--- config.mk ---
export PLATFORM = sky130hd
export DESIGN_NAME = mem_port_arbiter
export DESIGN_NICKNAME = d
export VERILOG_FILES = /design/src/rtl/mem_port_arbiter.sv
export SDC_FILE = /design/constraint.sdc
export NUM_CORES = 1
export LEC_CHECK = 0
export CORE_AREA = 5 5 241 243
export CTS_CLUSTER_DIAMETER = 80
export CTS_CLUSTER_SIZE = 16
export DETAILED_ROUTE_END_ITERATION = 10
export DIE_AREA = 0 0 246 248
export SLEW_MARGIN = 20
export SYNTH_ARGS = -nofsm -noshare
export SYNTH_HDL_FRONTEND = slang
export SYNTH_SLANG_ARGS = --single-unit
--- constraint.sdc ---
create_clock -name clk -period 8.35 [get_ports clk]
set_clock_uncertainty 0.2 [all_clocks]
set_input_delay 1.67 -clock clk [delete_from_list [all_inputs] [get_ports clk]]
set_output_delay 1.67 -clock clk [all_outputs]
set_load 0.01 [all_outputs]
--- src/rtl/mem_port_arbiter.sv ---
// mem_port_arbiter
//   Shares one RAM port set between instruction fetch (IF) and the load/store
//   unit (D). D has fixed priority. A starvation counter forces an IF grant
//   after STARVE_MAX consecutive D grants while IF was waiting. At most one
//   access is in flight. Its response is registered and appears one cycle
//   after the grant, then is held until the consumer takes it.
//   Optional feature macro: MEM_ARB_PERF_EN. When it is defined, the module
//   adds the grant and conflict performance counters and their outputs.
module mem_port_arbiter #(
    parameter logic [63:0] MEM_BASE   = 64'h8000_0000,
    parameter int unsigned STARVE_MAX = 4,
    parameter int unsigned CNT_W      = 32
) (
    input  logic             clk,
    input  logic             rst_n,
    // instruction fetch request / response
    input  logic             if_req_valid,
    output logic             if_req_ready,
    input  logic [63:0]      if_req_addr,
    output logic             if_rsp_valid,
    input  logic             if_rsp_ready,
    output logic [31:0]      if_rsp_data,
    // load/store request / response
    input  logic             d_req_valid,
    output logic             d_req_ready,
    input  logic [63:0]      d_req_addr,
    input  logic             d_req_wen,
    input  logic [63:0]      d_req_wdata,
    input  logic [63:0]      d_req_wmask,
    output logic             d_rsp_valid,
    input  logic             d_rsp_ready,
    output logic [63:0]      d_rsp_rdata,
    // RAM port set
    output logic             mem_en,
    output logic [63:0]      mem_addr,
    input  logic [63:0]      mem_rdata,
    output logic             mem_wen,
    output logic [63:0]      mem_wdata,
    output logic [63:0]      mem_wmask
`ifdef MEM_ARB_PERF_EN
    ,
    output logic [CNT_W-1:0] perf_if_grants,
    output logic [CNT_W-1:0] perf_d_grants,
    output logic [CNT_W-1:0] perf_conflicts
`endif
);

    localparam int unsigned STARVE_W = (STARVE_MAX < 1) ? 1 : $clog2(STARVE_MAX + 1);
    localparam logic [STARVE_W-1:0] STARVE_LIM = STARVE_W'(STARVE_MAX);

    typedef enum logic [1:0] {
        IDLE   = 2'd0,
        RSP_IF = 2'd1,
        RSP_D  = 2'd2
    } state_t;

    state_t             state_q;
    logic [STARVE_W-1:0] starve_cnt_q;
    logic [STARVE_W-1:0] starve_cnt_d;
    logic               if_rsp_valid_q;
    logic [31:0]        if_rsp_data_q;
    logic [31:0]        if_rsp_data_d;
    logic               d_rsp_valid_q;
    logic [63:0]        d_rsp_rdata_q;
    logic [63:0]        d_rsp_rdata_d;

    logic               accept;
    logic               if_forced;
    logic               grant_d;
    logic               grant_if;
    logic               if_in_range;
    logic               d_in_range;
    logic [63:0]        if_offset;
    logic [63:0]        d_offset;

    // Address decode: anything below MEM_BASE is out of range and never touches RAM.
    always_comb begin
        if_in_range = (if_req_addr >= MEM_BASE);
        d_in_range  = (d_req_addr >= MEM_BASE);
        if_offset   = if_req_addr - MEM_BASE;
        d_offset    = d_req_addr - MEM_BASE;
    end

    // Accept cycle: idle, or the outstanding response handshakes now.
    // The rst_n term keeps every ready low while reset is asserted.
    always_comb begin
        accept = 1'b0;
        case (state_q)
            IDLE:    accept = 1'b1;
            RSP_IF:  accept = if_rsp_ready;
            RSP_D:   accept = d_rsp_ready;
            default: accept = 1'b0;
        endcase
        accept = accept & rst_n;
    end

    // Grant: D wins unless IF has waited out STARVE_MAX D grants.
    always_comb begin
        if_forced = if_req_valid && (starve_cnt_q == STARVE_LIM);
        grant_d   = accept && d_req_valid && !if_forced;
        grant_if  = accept && if_req_valid && !grant_d;
    end

    assign d_req_ready  = grant_d;
    assign if_req_ready = grant_if;

    // RAM drive: active only in a grant cycle for an in-range address.
    always_comb begin
        mem_en    = 1'b0;
        mem_addr  = 64'd0;
        mem_wen   = 1'b0;
        mem_wdata = 64'd0;
        mem_wmask = 64'd0;
        if (grant_d && d_in_range) begin
            mem_en   = 1'b1;
            mem_addr = d_offset >> 3;
            if (d_req_wen) begin
                mem_wen   = 1'b1;
                mem_wdata = d_req_wdata;
                mem_wmask = d_req_wmask;
            end
        end else if (grant_if && if_in_range) begin
            mem_en   = 1'b1;
            mem_addr = if_offset >> 3;
        end
    end

    // Response data: the RAM reads combinationally, so the grant-cycle read
    // data is selected here and captured at the clock edge that ends the grant.
    // Address bit 2 picks the upper or lower instruction word of the 64-bit RAM word.
    always_comb begin
        if_rsp_data_d = 32'd0;
        d_rsp_rdata_d = 64'd0;
        if (if_in_range) begin
            if_rsp_data_d = if_req_addr[2] ? mem_rdata[63:32] : mem_rdata[31:0];
        end
        if (d_in_range && !d_req_wen) begin
            d_rsp_rdata_d = mem_rdata;
        end
    end

    // Starvation counter next value: saturating count of D grants that made a waiting IF lose.
    always_comb begin
        starve_cnt_d = starve_cnt_q;
        if (grant_if) begin
            starve_cnt_d = '0;
        end else if (grant_d && if_req_valid && (starve_cnt_q != STARVE_LIM)) begin
            starve_cnt_d = starve_cnt_q + 1'b1;
        end
    end

    // Main FSM with registered response outputs.
    always_ff @(posedge clk or negedge rst_n) begin
        if (!rst_n) begin
            state_q        <= IDLE;
            starve_cnt_q   <= '0;
            if_rsp_valid_q <= 1'b0;
            if_rsp_data_q  <= 32'd0;
            d_rsp_valid_q  <= 1'b0;
            d_rsp_rdata_q  <= 64'd0;
        end else begin
            starve_cnt_q <= starve_cnt_d;
            case (state_q)
                RSP_IF: begin
                    if (if_rsp_ready) begin
                        if_rsp_valid_q <= 1'b0;
                        state_q        <= IDLE;
                    end
                end
                RSP_D: begin
                    if (d_rsp_ready) begin
                        d_rsp_valid_q <= 1'b0;
                        state_q       <= IDLE;
                    end
                end
                default: begin
                    state_q <= IDLE;
                end
            endcase
            // A new grant overrides the return to idle (back-to-back accesses).
            if (grant_d) begin
                state_q       <= RSP_D;
                d_rsp_valid_q <= 1'b1;
                d_rsp_rdata_q <= d_rsp_rdata_d;
            end else if (grant_if) begin
                state_q        <= RSP_IF;
                if_rsp_valid_q <= 1'b1;
                if_rsp_data_q  <= if_rsp_data_d;
            end
        end
    end

    assign if_rsp_valid = if_rsp_valid_q;
    assign if_rsp_data  = if_rsp_data_q;
    assign d_rsp_valid  = d_rsp_valid_q;
    assign d_rsp_rdata  = d_rsp_rdata_q;

`ifdef MEM_ARB_PERF_EN
    logic [CNT_W-1:0] perf_if_grants_q;
    logic [CNT_W-1:0] perf_d_grants_q;
    logic [CNT_W-1:0] perf_conflicts_q;

    // Performance counters: grants per requester and contended accept cycles; all wrap.
    always_ff @(posedge clk or negedge rst_n) begin
        if (!rst_n) begin
            perf_if_grants_q <= '0;
            perf_d_grants_q  <= '0;
            perf_conflicts_q <= '0;
        end else begin
            if (grant_if) begin
                perf_if_grants_q <= perf_if_grants_q + 1'b1;
            end
            if (grant_d) begin
                perf_d_grants_q <= perf_d_grants_q + 1'b1;
            end
            if (accept && if_req_valid && d_req_valid) begin
                perf_conflicts_q <= perf_conflicts_q + 1'b1;
            end
        end
    end

    assign perf_if_grants = perf_if_grants_q;
    assign perf_d_grants  = perf_d_grants_q;
    assign perf_conflicts = perf_conflicts_q;
`endif

endmodule
Yosys cells after proc, flatten, opt, wreduce, memory -nomap -nowiden

Index checks and enable logic that the tools add are counted.

Flip-flop bits (word level): 103
Output and inout port bits: 294
Word-level logic and storage cells: 67

Add/subtract/negate cells: 3
Order comparisons: 2
Equal/unequal tests: 6
Muxes and demuxes: 28
Bitwise operators: 2
Reduce and logical (&&, ||, !) cells: 20

Operator list:

| operator                                                                 | count |
|---|---|
| 64-bit 2-to-1 mux                                                        | 5 |
| 64-bit by 32-bit >= comparator with 1-bit output (second input constant) | 2 |
| 64-bit by 32-bit subtractor with 64-bit output (second input constant)   | 2 |
| 61-bit 2-to-1 mux                                                        | 2 |
| 32-bit 2-to-1 mux                                                        | 2 |
| 1-bit 2-to-1 mux                                                         | 11 |
| 1-bit logical AND                                                        | 10 |
| 2-bit 2-to-1 mux                                                         | 4 |
| 4-bit inequality test (second input constant)                            | 2 |
| 3-bit 2-to-1 mux                                                         | 2 |
| 2-bit AND reduction                                                      | 3 |
| 2-bit nonzero test                                                       | 3 |
| 2-bit one-hot mux with 2 select lines                                    | 1 |
| 3-bit by 1-bit adder with 3-bit output (second input constant)           | 1 |
| 3-bit == test (second input constant)                                    | 1 |
| 1-bit logical NOT                                                        | 3 |
| 3-bit inequality test (second input constant)                            | 1 |
| 1-bit one-hot mux with 3 select lines                                    | 1 |
| 2-bit by 1-bit == test with 1-bit output (second input constant)         | 1 |
| 2-bit == test (second input constant)                                    | 1 |
| 2-bit logical NOT                                                        | 1 |
| 1-bit AND                                                                | 1 |
| 1-bit inverter                                                           | 1 |

Depth between registers and ports, before layout

Depth in word-level cells: 10
Gate-level depth with buffers: 9

Least setup slack after synthesis

OpenSTA, ideal clock, no wires.

Path type: in2out
Start point: input d_req_addr[31]
End point: output mem_addr[53]
Arrival: 3.820 ns
Setup slack: 2.660 ns
Cell stages on the path: 6
Path through: or4_1 or4b_4 buf_6 or4_4 mux2_2 o22ai_2

Longest elaborated chain between the ends: 3

RTL lines:

| what                                             | line | RTL |
|---|---|---|
| start, declared                                  | 26   | `input logic [63:0] d_req_addr,` |
| 64-bit by 32-bit >= comparator with 1-bit output | 79   | `d_in_range = (d_req_addr >= MEM_BASE);` |
| 1-bit logical AND                                | 114  | `if (grant_d && d_in_range) begin` |
| 61-bit 2-to-1 mux (*)                            | 114  |  |
| end, declared                                    | 35   | `output logic [63:0] mem_addr,` |

Every way passes the cells marked *; elsewhere a longest branch is shown, timed or not.

Worst setup path in the final report

Start point: input if_req_addr[36]
End point: output mem_addr[41]

Longest elaborated chain between the ends: 4

RTL lines:

| what                                             | line | RTL |
|---|---|---|
| start, declared                                  | 19   | `input logic [63:0] if_req_addr,` |
| 64-bit by 32-bit >= comparator with 1-bit output | 78   | `if_in_range = (if_req_addr >= MEM_BASE);` |
| 1-bit logical AND                                | 122  | `end else if (grant_if && if_in_range) begin` |
| 61-bit 2-to-1 mux (*)                            | 122  |  |
| 61-bit 2-to-1 mux (*)                            | 114  |  |

Marks and branches as above.

==> flow_results.xml <==
<?xml version="1.0" encoding="UTF-8"?>
<metrics>
  <group name="grt">
    <metric name="first_global_vias" unit="">8719</metric>
    <metric name="track_usage" unit="%">13.7</metric>
    <metric name="globalRouteOverflowTotal" unit="">0</metric>
    <metric name="wire_length_of_the_first_global_routing_pass" unit="um">62300</metric>
    <metric name="pin_count_of_the_biggest_net_entering_global_routing" unit="">131</metric>
    <metric name="grt_antenna_before_repair" unit="">10</metric>
  </group>
  <group name="power">
    <metric name="power.net_switching" unit="mW">0.798</metric>
    <metric name="power.share.clock" unit="%">18.3</metric>
    <metric name="static_power_due_to_leakage" unit="nW">5.68</metric>
    <metric name="vdd_ir_drop_max" unit="mV">0.160</metric>
    <metric name="internal-power" unit="mW">1.50</metric>
    <metric name="power_frac_seq" unit="%">32.3</metric>
    <metric name="pwr_density_cell" unit="nW/um^2">163</metric>
    <metric name="post_layout_power" unit="mW">2.30</metric>
    <metric name="relative_contribution_of_combinational_cells_to_total_power" unit="%">49.4</metric>
    <metric name="sw_frac_of_total" unit="%">34.7</metric>
  </group>
  <group name="timing">
    <metric name="fmax" unit="MHz">139</metric>
    <metric name="final_period_minus_worst_setup_slack" unit="ns">7.21</metric>
    <metric name="final_critical_path_setup_slack" unit="ns">1.14</metric>
    <metric name="tightestPinTransition" unit="ns">1.12</metric>
    <metric name="maxSlewViolCount" unit="">0</metric>
    <metric name="finalHoldViolCount" unit="">0</metric>
    <metric name="rsz0062_at_grt" unit="">no</metric>
    <metric name="setup_tns" unit="ns">0</metric>
    <metric name="slew_headroom" unit="%">25.0</metric>
    <metric name="final_min_period_over_clock_period" unit="%">86.3</metric>
    <metric name="final_setup_violation_count" unit="">0</metric>
  </group>
  <group name="cts">
    <metric name="post-cts-setup-buffers" unit="">0</metric>
    <metric name="cts.repair.resized" unit="">0</metric>
    <metric name="clk_pin_slew" unit="ns">0.07</metric>
    <metric name="holdBufCountCts" unit="">0</metric>
    <metric name="numClockSinks" unit="">103</metric>
    <metric name="clock_tree.buffer_depth" unit="">2</metric>
    <metric name="cts_htree_levels" unit="">3</metric>
    <metric name="cts_tree" unit="">built</metric>
    <metric name="cts-buffers-inserted" unit="">9</metric>
    <metric name="clockRootBuffer" unit="">sky130_fd_sc_hd__clkbuf_16</metric>
    <metric name="clk-insertion-delay-late" unit="ns">0.37</metric>
  </group>
  <group name="yosys">
    <metric name="ys_seq_area_share" unit="%">37.5</metric>
    <metric name="synth_top_flop_cell" unit="">sky130_fd_sc_hd__dfrtp_1</metric>
    <metric name="post_synth.cell_area_avg" unit="um^2">9.10</metric>
    <metric name="netlist_area" unit="um^2">6870</metric>
    <metric name="synth_enable_flop_cells" unit="">0</metric>
    <metric name="ys_warn_count" unit="">0</metric>
    <metric name="ys_seq_elements" unit="">103</metric>
    <metric name="post_synthesis_cell_type_with_the_largest_combined_area" unit="">sky130_fd_sc_hd__dfrtp_1</metric>
    <metric name="share_of_the_synthesized_area_in_the_top_cell_type" unit="%">37.5</metric>
    <metric name="synth_top_cells_by_area" unit="">sky130_fd_sc_hd__dfrtp_1, sky130_fd_sc_hd__a22o_1, sky130_fd_sc_hd__and3_1</metric>
    <metric name="async_reset_ff_share" unit="%">100</metric>
    <metric name="netlist-cell-type-count" unit="">51</metric>
    <metric name="syn_inst" unit="">755</metric>
  </group>
  <group name="worst_setup_path">
    <metric name="cp.depth" unit="">9</metric>
    <metric name="worst_setup_path_end_kind" unit="">output port</metric>
    <metric name="critPathMaxStageDelay" unit="ns">0.85</metric>
    <metric name="worstPathMaxFanout" unit="">20</metric>
    <metric name="worst-setup-path-type" unit="">in -&gt; out</metric>
    <metric name="crit_family" unit="">buffers and inverters</metric>
    <metric name="cp.arrival" unit="ns">5.34</metric>
    <metric name="crit_required" unit="ns">6.48</metric>
    <metric name="crit_path_top_delay_cell" unit="">sky130_fd_sc_hd__o31ai_4</metric>
    <metric name="cp_num_buf_inv" unit="">4</metric>
    <metric name="cp-start-kind" unit="">input port</metric>
    <metric name="timing.critical_path.cells" unit="">clkdlybuf4s50_1, or4_1, nand4b_1, buf_4, or2_2, o31ai_4, buf_4, o22ai_1, clkdlybuf4s50_1</metric>
    <metric name="rr_worst_depth" unit="">11</metric>
  </group>
  <group name="layout">
    <metric name="post_route_cells_drive_above_1_share" unit="%">4.06</metric>
    <metric name="layout-area-overhead-vs-synth" unit="%">106</metric>
    <metric name="layout.cells.most_common" unit="">sky130_fd_sc_hd__clkdlybuf4s50_1</metric>
    <metric name="finalCoreUtilization" unit="%">25.3</metric>
    <metric name="final_nets" unit="">1656</metric>
    <metric name="layout.cells.most_common_list" unit="">sky130_fd_sc_hd__clkdlybuf4s50_1, sky130_fd_sc_hd__and3_1, sky130_fd_sc_hd__dfrtp_1</metric>
    <metric name="filler_cell_count" unit="">5992</metric>
  </group>
  <group name="routing">
    <metric name="highest-signal-layer" unit="">met5</metric>
    <metric name="vias_per_cell" unit="">4.11</metric>
    <metric name="drt_pass_1_iters" unit="">5</metric>
    <metric name="dr.first_iter.drc_count" unit="">382</metric>
    <metric name="drtAntennaViolNets" unit="">0</metric>
    <metric name="drcViolationCount" unit="">0</metric>
    <metric name="detailroute.wirelength.met2" unit="um">22100</metric>
    <metric name="drt-total-wl" unit="um">45500</metric>
    <metric name="wire_per_inst" unit="um">21.8</metric>
    <metric name="wire_length_on_met3" unit="um">4070</metric>
    <metric name="vias" unit="">8576</metric>
    <metric name="m1WireLength" unit="um">18900</metric>
  </group>
  <group name="die">
    <metric name="core_area" unit="um^2">55700</metric>
    <metric name="rows" unit="">87</metric>
    <metric name="start_util" unit="%">12.3</metric>
    <metric name="fp.dieArea" unit="um^2">61000</metric>
    <metric name="number_of_placed_i_o_pins" unit="">621</metric>
    <metric name="die-width" unit="um">246</metric>
    <metric name="die_h" unit="um">248</metric>
  </group>
  <group name="placed_design">
    <metric name="finalWeightedCongestion" unit="">0.877</metric>
    <metric name="detailed_place_hpwl" unit="um">38300</metric>
    <metric name="detailedPlace.worstSlack" unit="ns">1.15</metric>
    <metric name="io_buffers" unit="">612</metric>
  </group>
  <group name="worst_hold_path">
    <metric name="hp-class" unit="">reg -&gt; reg</metric>
    <metric name="min_path_cells" unit="">2</metric>
  </group>
  <group name="run">
    <metric name="timing.max_cap.violations" unit="">0</metric>
  </group>
  <group name="outcome">
    <metric name="run_status" unit="">complete, no violations</metric>
  </group>
</metrics>
## cell usage after synthesis (2+ instances only)
master                     count
sky130_fd_sc_hd__nand4b_1      3
sky130_fd_sc_hd__or4_4         2
sky130_fd_sc_hd__a21o_1        2
sky130_fd_sc_hd__xnor2_1      46
sky130_fd_sc_hd__o21ai_1       2
sky130_fd_sc_hd__buf_2        12
sky130_fd_sc_hd__clkbuf_1     56
sky130_fd_sc_hd__nand2b_1      4
sky130_fd_sc_hd__o22ai_1      28
sky130_fd_sc_hd__o41ai_1       2
sky130_fd_sc_hd__nor4b_1       3
sky130_fd_sc_hd__xor2_1        7
sky130_fd_sc_hd__inv_1        13
sky130_fd_sc_hd__o311ai_0      2
sky130_fd_sc_hd__dfrtp_1     103
sky130_fd_sc_hd__and3_1      128
sky130_fd_sc_hd__or3_1        12
sky130_fd_sc_hd__buf_6         3
sky130_fd_sc_hd__or4_1         4
sky130_fd_sc_hd__a22o_1       94
sky130_fd_sc_hd__o31a_1        3
sky130_fd_sc_hd__buf_4         3
sky130_fd_sc_hd__nand2_1      47
sky130_fd_sc_hd__and2_1        2
sky130_fd_sc_hd__ha_1          4
sky130_fd_sc_hd__nand3_1       8
sky130_fd_sc_hd__nor2_1       17
sky130_fd_sc_hd__or2_2         4
sky130_fd_sc_hd__o21ai_0      37
sky130_fd_sc_hd__nor2b_1       2
sky130_fd_sc_hd__nor3_1       25
sky130_fd_sc_hd__nand3b_1      3
sky130_fd_sc_hd__nor4_1       23
sky130_fd_sc_hd__mux2i_1      34
## worst min-delay path, cell delays in order, from the launching register on
cell                      delay [ns]
sky130_fd_sc_hd__dfrtp_1        0.35
sky130_fd_sc_hd__nand2_1        0.05
sky130_fd_sc_hd__o21ai_0        0.06
## power groups by stage
stage               logic, mW  clock network, mW  registers (mW)
floorplan               0.327                  0           0.803
global placement         1.14                  0           0.744
detailed placement       1.15                  0           0.752
CTS                      1.16              0.438           0.744
global route             1.21              0.451           0.761
finish                   1.14              0.421           0.743
## through the flow
stage | instances | hold slack (ns) | cell area (um^2)
CTS | 2086 | 0.286 | 14100
global route | 2086 | 0.302 | 14100
finish | 2087 | 0.285 | 14100
floorplan | 757 | 0.275 | 6880
detailed placement | 2070 | 0.269 | 13800
global placement | 2069 | 0.266 | 13800
## flip-flops by register name, indices dropped and copies added, names as in the netlist
name / flops
d_rsp_rdata: 64
d_rsp_valid: 1
if_rsp_data: 32
if_rsp_valid: 1
starve_cnt_q: 3
state_q: 2
## kinds of logic (layout without fill, tap and decap cells)
family / after synthesis / in the layout / share of synthesized area [%]
adder cells (fa/ha/maj): 4 / 4 / 0.729
multiplexers: 35 / 35 / 5.12
other: 1 / 4 / 0.0546
XOR/XNOR: 53 / 53 / 6.76
AO/OA/AOI/OAI: 182 / 182 / 20.1
AND/OR/NAND/NOR: 290 / 290 / 24.3
buffers and inverters: 87 / 660 / 5.46
flip-flops: 103 / 103 / 37.5
## cell type report
class,instances,area [um^2],share of cell area (%)
Sequential cell,103,2580,18.3
Clock inverter,7,65.1,0.461
Tap cell,756,946,6.70
Multi-Input combinational cell,567,3970,28.1
Antenna cell,1,2.50,0.0177
Inverter,13,48.8,0.346
Timing Repair Buffer,631,6290,44.6
Clock buffer,9,225,1.59
## metal layers
layer | global-route usage [%] | up-vias
met2 | 23.4 | 415
met3 | 4.62 | 36
met5 | 0 | -
met1 | 17.1 | 4144
li1 | - | 3971
met4 | 2.05 | 10
## path summary, 6_finish.rpt
kind                                 start               to  slack (ns)
max                        if_req_addr[36]     mem_addr[41]        1.14
min                        if_rsp_data[14]  if_rsp_data[14]        0.29
max reg2reg                starve_cnt_q[0]  if_rsp_data[28]        5.38
min reg2reg                if_rsp_data[14]  if_rsp_data[14]        0.29
max in group asynchronous            rst_n   d_rsp_rdata[2]        5.55
min in group asynchronous            rst_n       state_q[0]        0.88
(Power assumes the default switching activity.)
==> patch: new RTL, config.mk and constraints unchanged <==
Add a define of `MEM_ARB_PERF_EN`.
--- a/src/rtl/mem_port_arbiter.sv
+++ b/src/rtl/mem_port_arbiter.sv
@@ -6,6 +6,8 @@
 //   after the grant, then is held until the consumer takes it.
 //   Optional feature macro: MEM_ARB_PERF_EN. When it is defined, the module
 //   adds the grant and conflict performance counters and their outputs.
+`define MEM_ARB_PERF_EN
+
 module mem_port_arbiter #(
     parameter logic [63:0] MEM_BASE   = 64'h8000_0000,
     parameter int unsigned STARVE_MAX = 4,
Behaviour (old outputs only; new: perf_conflicts, perf_d_grants and perf_if_grants): unchanged (equiv_simple and equiv_induct, registers matched by name and starting in step).
==> patch against the original RTL <==
Design area rose by 39%; synthesized area rose by 62%; setup slack got worse by 22 ps; combinational power rose by 4%; highest routed layer unchanged; wire length rose by 54%; utilization rose by 9.8 points; via count rose by 42%; sequential power rose by 70%; non-clock buffer count rose by 92; sequential cell count rose by 96; largest power group is now sequential cells; power rose by 43%; count of clock-buffer cells in the layout rose by 9; hold slack got worse by 21 ps; largest cell class unchanged.
==> patch: results (changes against the original RTL) <==
Status
  – Status: finished clean

Timing
  – Least-Margin Pin Slew: 1110 ps (-13.5 ps)
  – Hold Slack: 264 ps (-21.1 ps)

Yosys
  – Complex-gate fraction of the synthesized area: 11.6% (-8.5 points)
  – Synth Area in XOR/XNOR: 11.5% (+4.8 points)
  – Post-synthesis mux area share: 3.32% (-1.8 points)
  – Synth cell count leaders: 199 x dfrtp_1, 144 x and3_1, 102 x nand2_1
  – Synth Area in Adders: 0.785% (+0.056 points)
  – Sequential cell area fraction in the yosys report: 44.6% (+7.1 points)

Routing
  – Via count: 12.2k (+42%)
  – DRT Wirelength: 70,200 um (+54%)
  – DRT iter0 DRCs: 789 (+110%)

Worst hold path
  – Hold depth: 1 (-1)
  – Hold Crit Endpoint: perf_conflicts[31]$_DFFE_PN0P_

Pwr
  – Worst vdd ir: 141 uV (-12%)
  – Static Leak: 8.29 nW (+46%)

Critical path
  – WP data arrival: 5360 ps (+20 ps)
  – CP max-delay cell: or4_4
  – R2R Path Start: state_q[1]$_DFFE_PN0P_
  – Critical Path Max Stage Delay: 580 ps (-270 ps)
  – R2R Setup Slk: 4820 ps (-560 ps)
  – CP startpoint: if_req_addr[54]
  – Worst-path fanout max: 23 (+15%)

Clock network
  – H-tree Lvls: 4 (+1)
  – Clock Latency Late Sink: 470 ps (+100 ps)
  – Clk root buf: clkbuf_16
  – CTS Buf Count: 17 (+8)

Finish
  – Nets@finish: 2,162 (+31%)
  – Share of layout cells above drive strength 1: 3.70% (-0.36 points)
  – Fill cells: 5,674 (-5.3%)

Place
  – DP Area: 19,000 um2 (+37%)
  – Detailed placement HPWL: 59,200 um (+55%)
  – GP Congestion: 0.953 (+8.6%)

Global routing
  – Total track usage: 21.7% (+8.0 points)
  – First-pass GRT wire length: 94,800 um (+52%)
  – Initial antenna violation count: 26 (+16)
  – Pin count of the biggest net entering global routing: 100 (-24%)
[patch: per-stage QoR]
step | cells | worst slack (ps)
6_report | 2604 | 1120
5_1_grt | 2597 | 979
4_1_cts | 2596 | 1110
3_5_place_dp | 2565 | 1110
3_3_place_gp | 2565 | 1160
2_1_floorplan | 1164 | 2760
[patch: worst max path at each step]
stage                    to  slack [ps]
3_3_place_gp   mem_addr[43]        1160
4_1_cts        mem_addr[43]        1110
6_report       mem_addr[43]        1120
2_1_floorplan  mem_addr[60]        2760
5_1_grt        mem_addr[47]         980
3_5_place_dp   mem_addr[43]        1110
[patch: final cells by class]
cell class / instances / area (um2) / share of cell area, %
diodes: 8 / 20.0 / 0.102
clock buffers: 18 / 439 / 2.24
clock inverters: 13 / 140 / 0.716
inverters: 25 / 93.8 / 0.480
multi-input cells: 862 / 5750 / 29.4
flip-flops and latches: 199 / 4980 / 25.5
well taps: 756 / 946 / 4.83
repair buffers: 723 / 7190 / 36.8
[patch: report_power, final]
part	internal, W	switching, W
clock	0.000427	0.000414
sequential	0.00113	0.000133
combinational	0.000637	0.000541
[patch: logic make-up after synthesis]
group / after synthesis
mux: 37
fa+ha+maj: 7
xor+xnor: 147
compound gates: 175
flops: 199
simple gates: 493
buf+inv: 103
other cells: 1
[patch: routing by layer]
metal | vias up | wire length [um] | GRT usage, %
li1 | 5484 | - | -
met1 | 5991 | 30000 | 28.3
met2 | 562 | 31900 | 33.7
met3 | 84 | 7170 | 9.84
met4 | 34 | 827 | 3.53
met5 | - | 308 | 1.03
[patch: worst register-to-register path, delay by kind of cell, from the launching register on]
family,cells,cell delay [ps]
AOI/OAI and AO/OA,1,130
buffers and inverters,4,1290
DFF,1,410
and+or+nand+nor,4,1240
xor gates and xnor gates,1,190
